==> src/rtl/cursor_pkg.sv <==
// Shared constants and types for the 4x4 cursor-cell overlay on a 640x480 frame.
package cursor_pkg;

  localparam int unsigned H_VISIBLE    = 640;
  localparam int unsigned V_VISIBLE    = 480;
  localparam int unsigned CELL_W       = 160;
  localparam int unsigned CELL_H       = 120;
  localparam int unsigned GRID_N       = 4;
  localparam int unsigned BORDER_W     = 4;
  localparam int unsigned BLINK_FRAMES = 30;
  localparam int unsigned BLINK_CNT_W  = $clog2(BLINK_FRAMES);

  typedef logic [3:0] cell_idx_t;

endpackage

==> src/rtl/blink_timer.sv <==
// Frame-rate blink generator: toggles visibility every BLINK_FRAMES ticks, restart forces visible.
module blink_timer
  import cursor_pkg::*;
(
  input  logic clk,
  input  logic rst,
  input  logic tick_i,
  input  logic restart_i,
  output logic blink_vis_o
);

  localparam logic [BLINK_CNT_W-1:0] CntMax = BLINK_CNT_W'(BLINK_FRAMES - 1);

  logic [BLINK_CNT_W-1:0] cnt_q, cnt_d;
  logic                   vis_q, vis_d;

  always_comb begin
    cnt_d = cnt_q;
    vis_d = vis_q;
    if (tick_i) begin
      // A restart outranks a wrap landing on the same tick.
      if (restart_i) begin
        cnt_d = '0;
        vis_d = 1'b1;
      end else if (cnt_q == CntMax) begin
        cnt_d = '0;
        vis_d = ~vis_q;
      end else begin
        cnt_d = cnt_q + 1'b1;
      end
    end
  end

  always_ff @(posedge clk) begin
    if (rst) begin
      cnt_q <= '0;
      vis_q <= 1'b1;
    end else begin
      cnt_q <= cnt_d;
      vis_q <= vis_d;
    end
  end

  assign blink_vis_o = vis_q;

endmodule

==> src/rtl/cursor_overlay.sv <==
// Hollow-border highlight of one 160x120 cell in a 4x4 grid; cell latched per frame.
// Define CURSOR_BLINK_EN to add the frame-counted blink (blink_timer); otherwise always visible.
module cursor_overlay
  import cursor_pkg::*;
(
  input  logic       clk,
  input  logic       rst,
  input  cell_idx_t  pos_cursor,
  input  logic [9:0] pixel_x,
  input  logic [9:0] pixel_y,
  input  logic       video_on,
  input  logic       frame_start,
  output logic       cursor_on,
  output cell_idx_t  cursor_cell
);

  localparam logic [9:0] XSplit1 = 10'(CELL_W);
  localparam logic [9:0] XSplit2 = 10'(2 * CELL_W);
  localparam logic [9:0] XSplit3 = 10'(3 * CELL_W);
  localparam logic [9:0] YSplit1 = 10'(CELL_H);
  localparam logic [9:0] YSplit2 = 10'(2 * CELL_H);
  localparam logic [9:0] YSplit3 = 10'(3 * CELL_H);
  localparam logic [9:0] HLimit  = 10'(H_VISIBLE);
  localparam logic [9:0] VLimit  = 10'(V_VISIBLE);
  localparam logic [9:0] BordLo  = 10'(BORDER_W);
  localparam logic [9:0] XBordHi = 10'(CELL_W - BORDER_W);
  localparam logic [9:0] YBordHi = 10'(CELL_H - BORDER_W);

  cell_idx_t  cursor_cell_q, cursor_cell_d;
  logic       cursor_on_q, cursor_on_d;
  logic [1:0] col, row;
  logic [9:0] x_off, y_off;
  logic       in_vis, border, hit, blink_vis;

  // Divide-free cell decode: the grid is only 4 wide, so compare against the split points.
  always_comb begin
    col   = 2'd3;
    x_off = pixel_x - XSplit3;
    if (pixel_x < XSplit1) begin
      col   = 2'd0;
      x_off = pixel_x;
    end else if (pixel_x < XSplit2) begin
      col   = 2'd1;
      x_off = pixel_x - XSplit1;
    end else if (pixel_x < XSplit3) begin
      col   = 2'd2;
      x_off = pixel_x - XSplit2;
    end
  end

  always_comb begin
    row   = 2'd3;
    y_off = pixel_y - YSplit3;
    if (pixel_y < YSplit1) begin
      row   = 2'd0;
      y_off = pixel_y;
    end else if (pixel_y < YSplit2) begin
      row   = 2'd1;
      y_off = pixel_y - YSplit1;
    end else if (pixel_y < YSplit3) begin
      row   = 2'd2;
      y_off = pixel_y - YSplit2;
    end
  end

  always_comb begin
    in_vis = video_on && (pixel_x < HLimit) && (pixel_y < VLimit);
    border = (x_off < BordLo) || (x_off >= XBordHi) || (y_off < BordLo) || (y_off >= YBordHi);
    hit    = in_vis && border && ({row, col} == cursor_cell_q);
  end

`ifdef CURSOR_BLINK_EN
  logic cell_change;

  assign cell_change = frame_start && (pos_cursor != cursor_cell_q);

  blink_timer u_blink_timer (
    .clk         (clk),
    .rst         (rst),
    .tick_i      (frame_start),
    .restart_i   (cell_change),
    .blink_vis_o (blink_vis)
  );
`else
  assign blink_vis = 1'b1;
`endif

  always_comb begin
    cursor_cell_d = cursor_cell_q;
    if (frame_start) begin
      cursor_cell_d = pos_cursor;
    end
    cursor_on_d = hit && blink_vis;
  end

  always_ff @(posedge clk) begin
    if (rst) begin
      cursor_cell_q <= '0;
      cursor_on_q   <= 1'b0;
    end else begin
      cursor_cell_q <= cursor_cell_d;
      cursor_on_q   <= cursor_on_d;
    end
  end

  assign cursor_on   = cursor_on_q;
  assign cursor_cell = cursor_cell_q;

endmodule

==> config.mk <==
export PLATFORM = sky130hd
export DESIGN_NAME = cursor_overlay
export DESIGN_NICKNAME = d
export VERILOG_FILES = /design/src/rtl/cursor_pkg.sv /design/src/rtl/blink_timer.sv /design/src/rtl/cursor_overlay.sv
export SDC_FILE = /design/constraint.sdc
export NUM_CORES = 1
export LEC_CHECK = 0
export CAP_MARGIN = 5
export CORE_ASPECT_RATIO = 1.2
export CORE_MARGIN = 2
export CORE_UTILIZATION = 33
export CTS_CLUSTER_DIAMETER = 80
export DETAILED_ROUTE_END_ITERATION = 10
export GPL_TIMING_DRIVEN = 0
export RECOVER_POWER = 25
export SKIP_LAST_GASP = 1
export SLEW_MARGIN = 20
export SYNTH_ARGS = -nofsm -noshare
export SYNTH_HDL_FRONTEND = slang
export SYNTH_SLANG_ARGS = --single-unit
==> constraint.sdc <==
create_clock -name clk -period 2.4 [get_ports clk]
set_input_delay 0.24 -clock clk [delete_from_list [all_inputs] [get_ports clk]]
set_output_delay 0.24 -clock clk [all_outputs]
set_load 0.03 [all_outputs]
==> metrics <==
Horiz. Die Dim 58.67 um; Die Y-Extent 69.61 um; final setup vio count 0; number of global-route vias before repair 1356; yosys warns 0; H-tree depth 1; number of clock buffers inserted by TritonCTS 3; Starting DRT DRC Count 55; P per Cell Area 327.7 mW/mm2; synth-to-layout area growth 33.51%; async set-or-reset flop fraction in the synthesized netlist 0%; instance count after placement with tap cells included 231; layout cells sized above 1 13.57%; worst path buffer plus inverter count 2; largest net degree at the start of global routing 11; number of violations of the max-capacitance limit 0; Critical Path RT 2.55 ns; starting utilization of the core area 34.86%; ranking of synthesized cells by area sky130_fd_sc_hd__ha_1 9.5%, sky130_fd_sc_hd__dfxtp_1 8.5%, sky130_fd_sc_hd__a21oi_1 5.9%; Detailed Place HPWL 2898 um; area of the die 0.004084 mm2; leading cell type in the layout, fill and taps excluded sky130_fd_sc_hd__clkdlybuf4s50_1; maximum net fanout on the critical path 9; part of the Yosys area used for sequential elements 8.457%; most used flip-flop cell after synthesis sky130_fd_sc_hd__dfxtp_1; via count 1421; Syn Inst Count 169; filler-free cell count of the finished design 236; Setup Skew 0.002759 ns; final net count 237; Critical-path top delay cell sky130_fd_sc_hd__clkdlybuf4s50_1; headroom to the max-slew limit 66.91%; minimum clock period 2.270 ns; mean post-synth cell area 7.004 um2; category of the worst setup path launch point input port; clock power share 30.3%; max-slew violations 0; Routed WL 3776 um; Pint 325.4 uW; Final Wtd Congestion 0.8858; TritonCTS clock tree done; post-synthesis sequential element count 5; Core Box Area 0.003396 mm2; first-pass GRT wire length 6168 um; netlist area before placement 0.001184 mm2; Post-CTS Hold Buffers 0; switch share 37.18%; residual DRC count 2; Port Buffer Count 25; overflow left after global routing 0; clock latency on the worst-skew pair 0.23 ns; row count 23; largest stage delay on the critical path 0.52 ns; EDFF count, synth 0; total routing usage reported by global routing 18.77%; Detail Route Antenna Nets 0; Switching Power 192.6 uW; combinational power share 52.0%; library cell occupying the most area in the post-synthesis netlist sky130_fd_sc_hd__ha_1; Cell variety after synth 57; Reg clk slew, reported paths 0.04 ns; # IOs 33; clock root cell sky130_fd_sc_hd__clkbuf_8; initial antenna violation count 0; commonest cells after routing, fill and taps aside 20 x sky130_fd_sc_hd__clkdlybuf4s50_1, 18 x sky130_fd_sc_hd__nor2_1, 12 x sky130_fd_sc_hd__a21oi_1; ant diodes 0; critical path class in2reg; fraction of the core area covered by cells at the end of the flow 46.54%; Vias per Instance 6.021; first-pass iteration count of the detailed router 7; setup slack of the worst register-to-register path 1.43 ns; arrival time at the worst endpoint 2.42 ns; count of endpoints failing hold in the final timing report 0; deepest clock path buffer count 2; failing checks design-rule violations; family with the most delay on the worst path buffers and inverters; worst ir drop on vdd 209.8 uV; slew at the pin with the worst max-slew slack 0.4945 ns; nature of the critical path endpoint register; fraction of power consumed by sequential logic 17.7%; outcome finished with violations; kind of path behind the tightest hold check in2reg; Synth Net Count 206; CP Cell Sequence clkdlybuf4s50_1 -> ha_1 -> clkbuf_4 -> and3_2 -> mux2_1 -> o21bai_1 -> o311a_1 -> and3_1 -> mux2i_1 -> a31oi_1; mean routed wirelength per cell 16.00 um; leakage 0.6426 nW; max frequency 440.5 MHz; ratio of final minimum period to clock period 94.59%; total negative setup slack 0 ns; number of clock sinks seen by CTS 5; share of the synthesized area in the top cell type 9.514%
[cell families (layout without fill, tap and decap cells)]
| group | count (synthesis) | after routing | synth area share (%) |
|---|---|---|---|
| adders and majority gates | 9 | 9 | 9.514 |
| AOI/OAI and AO/OA | 65 | 65 | 40.59 |
| DFF | 5 | 5 | 8.457 |
| buffers and inverters | 21 | 51 | 8.667 |
| xor gates and xnor gates | 5 | 5 | 3.700 |
| and+or+nand+nor | 58 | 58 | 23.89 |
| muxes | 6 | 6 | 5.180 |
[timing repair]
action                                  in CTS  in global routing
endpoints found under the setup margin       1                  1
buffers inserted                             1                  0
pin swaps                                    1                  4
gates resized for setup                      5                 17
[Yosys cell counts (3+ instances only)]
cell type,n
sky130_fd_sc_hd__mux2i_1,5
sky130_fd_sc_hd__nand2b_1,4
sky130_fd_sc_hd__nand2_1,11
sky130_fd_sc_hd__dfxtp_1,5
sky130_fd_sc_hd__nand3_1,6
sky130_fd_sc_hd__inv_1,8
sky130_fd_sc_hd__nor2_1,18
sky130_fd_sc_hd__o211a_1,3
sky130_fd_sc_hd__nor3_1,6
sky130_fd_sc_hd__a21oi_1,14
sky130_fd_sc_hd__o21ai_0,5
sky130_fd_sc_hd__buf_2,7
sky130_fd_sc_hd__ha_1,9
sky130_fd_sc_hd__a211oi_1,5
sky130_fd_sc_hd__and3_1,3
sky130_fd_sc_hd__xor2_1,4
sky130_fd_sc_hd__clkbuf_1,3
[worst register-to-register path: stages, from the launching register on]
cell                      delay [ns]
sky130_fd_sc_hd__dfxtp_1        0.32
sky130_fd_sc_hd__xor2_1         0.16
sky130_fd_sc_hd__nor3_1         0.18
sky130_fd_sc_hd__nand3_1        0.09
sky130_fd_sc_hd__a31oi_1        0.14
[layout make-up]
type	instances	area (um2)
tap	37	46.29
buffer	13	81.33
fill	346	1815
multi-input combinational	143	1028
inverter	8	30.03
sequential	5	100.1
timing repair buffer	26	249.0
clock buffer	4	45.04
[worst paths after layout]
| path | end | startpoint | depth (start not counted) |
|---|---|---|---|
| setup / recovery | cursor_on | pixel_y[5] | 10 |
| hold / removal | cursor_cell[0] | frame_start | 3 |
| setup reg to reg | cursor_on | cursor_cell[3] | 4 |
| hold reg to reg | cursor_cell[0] | cursor_cell[0] | 2 |
[routing by layer]
layer	vias up	GRT usage, %	wire length, um
met4	0	3.788	22
met2	33	36.20	2086
met5	-	0	0
met1	675	20.60	1530
li1	709	-	-
met3	4	3.172	137
[registers in the layout, indices dropped and copies added (netlist names)]
name,flops
cursor_cell,4
cursor_on,1
[metrics by stage]
step | worst slack [ns] | power (mW) | instance area (um2) | hold WS (ns)
3_3_place_gp | -0.4994 | 0.3394 | 1480 | 0.5371
4_1_cts | 0.02815 | 0.5087 | 1535 | 0.4283
6_report | 0.1299 | 0.5179 | 1580 | 0.4310
3_5_place_dp | -0.4659 | 0.3440 | 1480 | 0.5502
5_1_grt | -0.0002400 | 0.5550 | 1580 | 0.4450
2_1_floorplan | 0.5059 | 0.2552 | 1184 | 0.3124
[power by group through the flow]
stage / clock network (mW) / registers (mW) / logic (mW)
2_1_floorplan: 0 / 0.100 / 0.155
3_3_place_gp: 0 / 0.0925 / 0.247
3_5_place_dp: 0 / 0.0927 / 0.251
4_1_cts: 0.161 / 0.0916 / 0.256
5_1_grt: 0.169 / 0.0921 / 0.294
6_report: 0.157 / 0.0915 / 0.269
Power figures use the tool's default switching activity.
